`src/rtl/fir_xifu_ex.sv`:
```
// rtl/fir_xifu_ex.sv - FIR XIFU execute stage: buffer write strobes and serial dot-product MAC
//
// Accepts decoded FIR instructions from the decode stage. PUSH, TAP and CLR turn into
// one-cycle strobes towards the tap/sample buffer controller. DOT runs NB_TAPS serial
// multiply-accumulate cycles over taps_i/samples_i. Every accepted instruction yields
// exactly one writeback response, held stable until wb_ready_i.
//
// Build option: define FIR_XIFU_EX_SAT_EN to saturate the shifted dot-product result to
// signed 32-bit. Without it the low 32 bits are returned (wrap).
//
// Ports:
//   clk_i, rst_ni            clock, asynchronous active-low reset
//   flush_i                  kills the in-flight instruction, gates strobes and wb_valid_o
//   id_valid_i / id_ready_o  instruction handshake from decode
//   id_op_i                  00 PUSH, 01 TAP, 10 DOT, 11 CLR
//   id_rs1_i, id_rs2_i       operands (sample / packed tap word, tap word index)
//   id_rd_i, id_tag_i        destination register and tag, echoed in the response
//   taps_i, samples_i        buffer contents, entry k at [k*DATA_WIDTH +: DATA_WIDTH]
//   tap_we_o, tap_idx_o      tap word write strobe and word index
//   sample_push_o            sample shift-in strobe
//   sample_clr_o             sample buffer clear strobe
//   ctrl_wdata_o             data for tap write / sample push
//   wb_valid_o / wb_ready_i  response handshake towards writeback
//   wb_we_o, wb_rd_o, wb_data_o, wb_tag_o  response fields

module fir_xifu_ex #(
    parameter int NB_TAPS    = 4,
    parameter int DATA_WIDTH = 16,
    parameter int SHIFT      = 0,
    parameter int TAG_WIDTH  = 4,
    localparam int TAPS_PER_WORD = 32 / DATA_WIDTH,
    localparam int NB_WORDS      = NB_TAPS / TAPS_PER_WORD,
    localparam int IDX_WIDTH     = (NB_WORDS > 1) ? $clog2(NB_WORDS) : 1
) (
    input  logic                          clk_i,
    input  logic                          rst_ni,
    input  logic                          flush_i,
    input  logic                          id_valid_i,
    output logic                          id_ready_o,
    input  logic [1:0]                    id_op_i,
    input  logic [31:0]                   id_rs1_i,
    input  logic [31:0]                   id_rs2_i,
    input  logic [4:0]                    id_rd_i,
    input  logic [TAG_WIDTH-1:0]          id_tag_i,
    input  logic [NB_TAPS*DATA_WIDTH-1:0] taps_i,
    input  logic [NB_TAPS*DATA_WIDTH-1:0] samples_i,
    output logic                          tap_we_o,
    output logic [IDX_WIDTH-1:0]          tap_idx_o,
    output logic [31:0]                   ctrl_wdata_o,
    output logic                          sample_push_o,
    output logic                          sample_clr_o,
    output logic                          wb_valid_o,
    input  logic                          wb_ready_i,
    output logic                          wb_we_o,
    output logic [4:0]                    wb_rd_o,
    output logic [31:0]                   wb_data_o,
    output logic [TAG_WIDTH-1:0]          wb_tag_o
);

    localparam int CNT_WIDTH  = (NB_TAPS > 1) ? $clog2(NB_TAPS) : 1;
    localparam int PROD_WIDTH = 2 * DATA_WIDTH;
    // Wide enough to sum NB_TAPS full-scale products without overflow.
    localparam int ACC_WIDTH  = PROD_WIDTH + $clog2(NB_TAPS) + 1;
    // At least 33 bits so the bits above bit 31 always exist for the range check.
    localparam int EXT_WIDTH  = (ACC_WIDTH > 33) ? ACC_WIDTH : 33;

    localparam logic [1:0] OP_PUSH = 2'b00;
    localparam logic [1:0] OP_TAP  = 2'b01;
    localparam logic [1:0] OP_DOT  = 2'b10;
    localparam logic [1:0] OP_CLR  = 2'b11;

    localparam logic [CNT_WIDTH-1:0] LAST_K = CNT_WIDTH'(NB_TAPS - 1);

    typedef enum logic [1:0] {
        IDLE = 2'd0,
        MAC  = 2'd1,
        RESP = 2'd2
    } state_t;

    state_t                       state_q;
    logic [31:0]                  rs1_q;
    logic [IDX_WIDTH-1:0]         idx_q;
    logic [4:0]                   rd_q;
    logic [TAG_WIDTH-1:0]         tag_q;
    logic signed [ACC_WIDTH-1:0]  acc_q;
    logic [CNT_WIDTH-1:0]         cnt_q;
    logic                         tap_we_q;
    logic                         push_q;
    logic                         clr_q;
    logic                         wb_we_q;
    logic [31:0]                  wb_data_q;

    // MAC datapath: one tap/sample pair per cycle, selected by the counter.
    logic signed [DATA_WIDTH-1:0] tap_k;
    logic signed [DATA_WIDTH-1:0] sample_k;
    logic signed [PROD_WIDTH-1:0] product;
    logic signed [ACC_WIDTH-1:0]  acc_sum;
    logic signed [EXT_WIDTH-1:0]  acc_ext;
    logic signed [EXT_WIDTH-1:0]  shifted;
    logic [31:0]                  result;
    logic                         unused_bits;

    assign tap_k    = taps_i[int'(cnt_q) * DATA_WIDTH +: DATA_WIDTH];
    assign sample_k = samples_i[int'(cnt_q) * DATA_WIDTH +: DATA_WIDTH];
    assign product  = tap_k * sample_k;
    assign acc_sum  = acc_q + ACC_WIDTH'(product);
    assign acc_ext  = EXT_WIDTH'(acc_sum);
    assign shifted  = acc_ext >>> SHIFT;

`ifdef FIR_XIFU_EX_SAT_EN
    // In range exactly when bits 31 and above are all copies of the sign.
    logic fits;
    assign fits   = (&shifted[EXT_WIDTH-1:31]) | ~(|shifted[EXT_WIDTH-1:31]);
    assign result = fits ? shifted[31:0]
                         : (shifted[EXT_WIDTH-1] ? 32'h8000_0000 : 32'h7FFF_FFFF);
    assign unused_bits = ^id_rs2_i[31:IDX_WIDTH];
`else
    assign result      = shifted[31:0];
    assign unused_bits = ^{id_rs2_i[31:IDX_WIDTH], shifted[EXT_WIDTH-1:32]};
`endif

    always_ff @(posedge clk_i or negedge rst_ni) begin
        if (!rst_ni) begin
            state_q   <= IDLE;
            rs1_q     <= '0;
            idx_q     <= '0;
            rd_q      <= '0;
            tag_q     <= '0;
            acc_q     <= '0;
            cnt_q     <= '0;
            tap_we_q  <= 1'b0;
            push_q    <= 1'b0;
            clr_q     <= 1'b0;
            wb_we_q   <= 1'b0;
            wb_data_q <= '0;
        end else begin
            // Strobes live for the first RESP cycle only.
            tap_we_q <= 1'b0;
            push_q   <= 1'b0;
            clr_q    <= 1'b0;
            if (flush_i) begin
                state_q <= IDLE;
                acc_q   <= '0;
                cnt_q   <= '0;
            end else begin
                case (state_q)
                    IDLE: begin
                        if (id_valid_i) begin
                            rs1_q     <= id_rs1_i;
                            idx_q     <= id_rs2_i[IDX_WIDTH-1:0];
                            rd_q      <= id_rd_i;
                            tag_q     <= id_tag_i;
                            wb_we_q   <= (id_op_i == OP_DOT);
                            wb_data_q <= '0;
                            if (id_op_i == OP_DOT) begin
                                state_q <= MAC;
                                acc_q   <= '0;
                                cnt_q   <= '0;
                            end else begin
                                state_q  <= RESP;
                                tap_we_q <= (id_op_i == OP_TAP);
                                push_q   <= (id_op_i == OP_PUSH);
                                clr_q    <= (id_op_i == OP_CLR);
                            end
                        end
                    end
                    MAC: begin
                        acc_q <= acc_sum;
                        if (cnt_q == LAST_K) begin
                            cnt_q     <= '0;
                            state_q   <= RESP;
                            wb_data_q <= result;
                        end else begin
                            cnt_q <= cnt_q + CNT_WIDTH'(1);
                        end
                    end
                    RESP: begin
                        if (wb_ready_i) begin
                            state_q <= IDLE;
                        end
                    end
                    default: state_q <= IDLE;
                endcase
            end
        end
    end

    assign id_ready_o    = (state_q == IDLE);
    assign tap_we_o      = tap_we_q & ~flush_i;
    assign sample_push_o = push_q & ~flush_i;
    assign sample_clr_o  = clr_q & ~flush_i;
    assign tap_idx_o     = idx_q;
    assign ctrl_wdata_o  = rs1_q;
    assign wb_valid_o    = (state_q == RESP) & ~flush_i;
    assign wb_we_o       = wb_we_q;
    assign wb_rd_o       = rd_q;
    assign wb_data_o     = wb_data_q;
    assign wb_tag_o      = tag_q;

endmodule

```
`config.mk`:
```
export PLATFORM = sky130hd
export DESIGN_NAME = fir_xifu_ex
export DESIGN_NICKNAME = d
export VERILOG_FILES = /design/src/rtl/fir_xifu_ex.sv
export SDC_FILE = /design/constraint.sdc
export NUM_CORES = 1
export LEC_CHECK = 0
export ABC_AREA = 1
export ABC_CLOCK_PERIOD_IN_PS = 7420
export CAP_MARGIN = 20
export CORE_MARGIN = 2
export CORE_UTILIZATION = 56
export CTS_CLUSTER_DIAMETER = 40
export DETAILED_ROUTE_END_ITERATION = 12
export GPL_ROUTABILITY_DRIVEN = 0
export PLACE_DENSITY_LB_ADDON = 0.05
export SKIP_LAST_GASP = 1
export SLEW_MARGIN = 40
export SYNTH_ARGS = -nofsm -noshare
export SYNTH_HDL_FRONTEND = slang
export SYNTH_SLANG_ARGS = --single-unit
```
`constraint.sdc`:
```
create_clock -name clk_i -period 7.42 [get_ports clk_i]
set_clock_uncertainty 0.05 [all_clocks]
set_input_delay 2.226 -clock clk_i [delete_from_list [all_inputs] [get_ports clk_i]]
set_output_delay 2.226 -clock clk_i [all_outputs]
set_load 0.1 [all_outputs]
```
==> run metrics, run 1 <==
total track usage=37.9%; Async S/R FF share, synth=100%; HP Class=reg2reg; sequential element share of the synthesized area=between 15 and 20%; DRT Pass-1 Iters=8; first-pass GRT wire length=92200 µm; # IOs=288; crit path time final=~8.2 ns; #FFs+latches synth=around 110; Num Clock Sinks=114; ys flop type=dfrtp_1; Nets=3210; Post-synth EDFFs=0; synth cell count leaders=nand2_1 (565), inv_1 (403), fa_1 (292); dpl ws=-1.27 ns; TritonCTS buffer count=17; Worst-path clk slew=0.06 ns; vias per cell=~5.9; Core Box Area=29400 µm²; Total Wirelength=66600 µm; Worst Path Max Fanout=4; actual slew at the worst max-slew pin=0.824 ns; post-synth top area share=35.2%; initial core utilization=56.5%; Skew-Pair Late Insertion Delay=approximately 0.42 ns; cell with the most instances after synthesis=nand2_1; RSZ-0062 raised after global routing=true; Iteration-0 DRC Markers=1854; total global routing overflow=0; worst setup margin=-0.751 ns; H-tree level count=4; max cap viols=0; Final Setup Violations=44; Die H=176 µm; total number of vias=17704; Slew HR=44.9%; Area Overhead vs Synth=48.9%; outcome=finished with violations; share of cells above drive strength 1=36.8%; critical path class=in2reg; fmax=122 MHz; I/O Buffers=256; clock tree from TritonCTS=built; Syn Area/Cell=8.09 µm²; Antenna diodes=0; Distinct cells, synth=35; Worst EP required=7.66 ns; failing checks=setup timing; crit end category=flip-flop; Placement Rows=63; crit path DAT=between 8 and 9 ns; Post-Syn Nets=around 2700; Antenna Violating Nets Remaining=0; Final Hold Viols=0; final period utilization=110%; DRC errors left=0; Gate Count Post-Synth=between 2000 and 2500; detailed-placement wirelength estimate=40600 µm; initial antenna violation count=0; Ys Warns=0; clk root buf=clkbuf_16; Worst Setup Start Kind=input pin; Routed wire per std cell=22.1 µm; largest net degree at the start of global routing=68; cell taking the most area after synthesis=fa_1; Mapped Area=16600 µm²; Final Max Tran Viols=0; Fill cells=approximately 1500; vias in the first global route=around 18000; Die Footprint=31100 µm²; CTS Buffer Depth=2; top cells by area, synth=fa_1 (35%), dfrtp_1 (17%), nand2_1 (13%), inv_1 (9.1%), ha_1 (7.5%); die width=176 µm
==> critical path, cell delays in order <==
cell,delay (ns)
dlygate4sd2_1,0.22
nand2_2,0.07
a32oi_4,0.37
inv_2,0.14
buf_4,0.18
nor2_1,0.16
fa_1,0.47
fa_1,0.65
fa_1,0.73
fa_2,0.51
fa_1,0.51
inv_2,0.05
fa_1,0.50
inv_2,0.05
ha_4,0.33
nand2_4,0.10
inv_4,0.11
nand2_4,0.09
nor3_4,0.16
and3_4,0.23
nand2_4,0.07
nand3_1,0.13
nand2_1,0.10
nand3_2,0.14
o21ai_1,0.09
==> per-stage QoR <==
stage               area, µm²  instances  TNS [ns]  utilization, %  hold slack [ns]
floorplan               16700       2054  -0.00665               -            0.406
global placement        21200       2863    -45.46            72.1            0.403
detailed placement      20800       2863    -47.07            70.8            0.404
CTS                     23800       2984     -3.02            81.0            0.419
global route            24700       3014    -23.70            84.1            0.435
finish                  24700       3014    -19.95            84.1            0.414
==> final timing paths <==
path,start,to,slack (ns),cells after the start
worst min-delay path,tap_idx_o,tap_idx_o,0.41,2
min in group asynchronous,rst_ni,ctrl_wdata_o[21],1.75,1
worst max register to register,cnt_q[1],acc_q[25],-0.08,28
worst min register to register,tap_idx_o,tap_idx_o,0.41,2
worst max-delay path,taps_i[6],acc_q[25],-0.75,25
max in group asynchronous,rst_ni,cnt_q[0],4.44,2
==> area by class of cell <==
class	instances	area (µm²)	share of cell area (%)
Timing Repair Buffer	600	5220	21.1
Clock buffer	21	470	1.90
Sequential cell	114	2850	11.5
Tap cell	390	488	1.97
Clock inverter	11	200	0.809
Inverter	427	1700	6.87
Timing Repair inverter	1	7.51	0.0303
Multi-Input combinational cell	1450	13800	55.8
==> cell usage in the layout (no fill, tap or decap), drive strengths merged <==
| cell | synthesis | routed |
|---|---|---|
| inv | 427 | 417 |
| a32oi | 30 | 30 |
| nand2 | 567 | 567 |
| o32ai | 1 | 1 |
| clkdlybuf4s50 | 0 | 52 |
| dfrtp | 114 | 114 |
| clkinvlp | 0 | 12 |
| clkdlybuf4s15 | 0 | 8 |
| nand3 | 40 | 40 |
| bufinv | 0 | 5 |
| clkinv | 0 | 5 |
| a31oi | 2 | 2 |
| o21ai | 89 | 89 |
| o21bai | 2 | 2 |
| ha | 99 | 99 |
| a21oi | 73 | 73 |
| buf | 46 | 438 |
| o22ai | 1 | 1 |
| o21a | 3 | 3 |
| fa | 292 | 292 |
| clkbuf | 17 | 27 |
| nor3 | 11 | 11 |
| nand3b | 10 | 10 |
| a21o | 7 | 7 |
| dlymetal6s2s | 0 | 15 |
| or2 | 5 | 5 |
| and3 | 1 | 1 |
| nor2 | 196 | 196 |
| nand4 | 21 | 21 |
| dlygate4sd2 | 0 | 81 |
==> layer usage <==
| metal | GRT usage [%] | wire [µm] | share of wire [%] | up-vias |
|---|---|---|---|---|
| li1 | - | - | - | 7333 |
| met4 | 20.3 | 6210 | 9.3 | 0 |
| met2 | 62.5 | 30500 | 46 | 1413 |
| met1 | 47.1 | 22600 | 34 | 8465 |
| met5 | 0 | 0 | 0 | - |
| met3 | 7.82 | 7290 | 11 | 493 |
==> registers in the layout, indices dropped and copies added (netlist names) <==
register      count
cnt_q             2
push_q            1
wb_rd_o           5
wb_we_o           1
wb_tag_o          4
tap_idx_o         1
ctrl_wdata_o     32
wb_data_o        32
state_q           2
acc_q            32
clr_q             1
tap_we_q          1
==> logic make-up after synthesis <==
logic type                 Yosys count  share of synthesized area (%)
DFF                                114                           17.2
and+or+nand+nor                    851                           20.5
AOI/OAI and AO/OA                  208                           8.12
adders and majority gates          391                           42.6
buffers and inverters              490                           11.6
==> what timing repair did <==
action,in CTS,in global routing
cloned,2,0
buffers inserted,90,33
pin swaps,147,110
hold buffers,0,0
resized for setup,647,221
endpoints found under the setup margin,46,48
Power of run 1 is left out: the tool's default activity adds up to more than one toggle a clock period on the data nets, which glitch-free logic cannot reach.
==> run 2, diff against run 1 <==
--- a/config.mk
+++ b/config.mk
@@ -6,13 +6,15 @@
 export NUM_CORES = 1
 export LEC_CHECK = 0
 export ABC_AREA = 1
-export ABC_CLOCK_PERIOD_IN_PS = 7420
+export ABC_CLOCK_PERIOD_IN_PS = 6700
 export CAP_MARGIN = 20
+export CORE_ASPECT_RATIO = 0.6
 export CORE_MARGIN = 2
-export CORE_UTILIZATION = 56
+export CORE_UTILIZATION = 50
 export CTS_CLUSTER_DIAMETER = 40
 export DETAILED_ROUTE_END_ITERATION = 12
 export GPL_ROUTABILITY_DRIVEN = 0
+export MAX_ROUTING_LAYER = met4
 export PLACE_DENSITY_LB_ADDON = 0.05
 export SKIP_LAST_GASP = 1
 export SLEW_MARGIN = 40
==> constraint.sdc (replaced) <==
create_clock -name clk_i -period 6.7 [get_ports clk_i]
set_clock_uncertainty 0.05 [all_clocks]
set_input_delay 2.01 -clock clk_i [delete_from_list [all_inputs] [get_ports clk_i]]
set_output_delay 2.01 -clock clk_i [all_outputs]
set_load 0.1 [all_outputs]
==> run metrics, run 2 (same netlist as run 1, synthesis figures left out) <==
total number of vias=16581; Worst Setup Start Kind=input pin; TritonCTS buffer count=17; detailed-placement wirelength estimate=between 40000 and 50000 µm; Placement Rows=51; clock tree from TritonCTS=built; final period utilization=111%; first-pass GRT wire length=93200 µm; Final Setup Violations=46; I/O Buffers=256; Final Max Tran Viols=0; CTS Buffer Depth=2; Die H=145 µm; dpl ws=-1.54 ns; leading cell type in the layout, fill and taps excluded=nand2_1; outcome=finished with violations; actual slew at the worst max-slew pin=0.781 ns; Die Footprint=34700 µm²; crit path time final=roughly 7.4 ns; crit end category=flip-flop; DRT Pass-1 Iters=8; # IOs=288; fmax=135 MHz; Placed Cells incl. Taps=between 2000 and 3000; Worst-path clk slew=0.05 ns; Total Wirelength=between 60000 and 70000 µm; total global routing overflow=0; largest net degree at the start of global routing=65; Post-CTS Hold Buffers=0; Antenna Violating Nets Remaining=0; H-tree level count=4; most frequent cells in the layout=nand2_1 (428), inv_1 (310), fa_1 (263), buf_4 (223), buf_2 (133); total negative slack=-22.46 ns; clk root buf=clkbuf_16; Area Overhead vs Synth=51.9%; initial core utilization=51.0%; worst setup margin=-0.709 ns; Worst EP required=roughly 6.9 ns; DRC errors left=0; Final Hold Viols=0; die width=239 µm; Num Clock Sinks=114; RSZ-0062 raised after global routing=true; HP Class=reg2reg; share of cells above drive strength 1=42.1%; crit path DAT=roughly 7.6 ns; Nets=3224; vias in the first global route=17242; initial antenna violation count=1; critical path class=in2reg; Skew-Pair Late Insertion Delay=roughly 0.43 ns; Core Box Area=32500 µm²; Iteration-0 DRC Markers=1604; max cap viols=0; total track usage=between 30 and 40%; Worst Path Max Fanout=5; Cell Count, Final, Fillers Out=3062; Slew HR=47.8%; failing checks=setup timing; vias per cell=approximately 5.4; Routed wire per std cell=about 20 µm
[run 2: cell types whose count changed in the layout (fill, tap and decap cells not counted), sizes merged, moves of 5 or more]
cell	before	now
clkinv	5	11
dlygate4sd2	81	26
clkbuf	27	37
clkinvlp	12	4
dlymetal6s2s	15	2
buf	438	510
bufinv	5	0
[run 2: final cells by class]
class	count	area, µm²
multi-input cells	1451	14300
fillers	2150	7320
repair buffers	614	5250
flip-flops and latches	114	2850
inverters	427	1730
well taps	424	531
clock buffers	22	474
clock inverters	9	58.8
diodes	1	2.50
[run 2: path summary, 6_finish.rpt]
check	cells past startpoint	slack, ns	to	startpoint
min in group asynchronous	1	1.53	acc_q[24]	rst_ni
max	26	-0.71	wb_data_o[22]	samples_i[6]
max reg2reg	27	0	wb_data_o[22]	cnt_q[0]
min reg2reg	2	0.41	ctrl_wdata_o[9]	ctrl_wdata_o[9]
max in group asynchronous	2	3.95	wb_data_o[1]	rst_ni
min	2	0.41	ctrl_wdata_o[9]	ctrl_wdata_o[9]
[run 2: critical path: stages]
cell and delay [ns]:
buf_6 0.07, nand2_2 0.06, a32oi_4 0.32, clkinv_4 0.18, buf_12 0.18, nor2_1 0.14, fa_1 0.44, inv_1 0.10
fa_1 0.43, fa_1 0.53, inv_1 0.06, fa_1 0.50, fa_1 0.51, inv_1 0.07, fa_1 0.50, inv_2 0.05
ha_4 0.25, a21oi_4 0.17, o21ai_1 0.09, inv_1 0.14, nor2_1 0.09, nor2_1 0.17, nand3_2 0.13, or2_2 0.29
nand2_1 0.10, o21ai_1 0.06
[run 2: per-layer routing]
metal	routed length [µm]	GRT usage [%]	up-vias
li1	-	-	7372
met5	0	-	-
met4	1300	5.91	0
met3	6490	10.4	117
met1	25000	49.1	8295
met2	27700	53.2	797
[run 2: timing repair]
action                                  4_1_cts  5_1_grt
buffers inserted                            101       44
pin swaps                                   210      135
endpoints found under the setup margin       50       50
gates cloned                                  2        0
resized for setup                           810      218
[run 2: stage by stage]
step	hold WS [ns]	area [µm²]	utilization, %
finish	0.413	25200	77.5
global route	0.438	25200	77.5
CTS	0.418	24300	74.6
global placement	0.404	22000	67.5
detailed placement	0.404	21600	66.3
floorplan	0.406	17400	-
Power of run 2 is left out for the same reason.
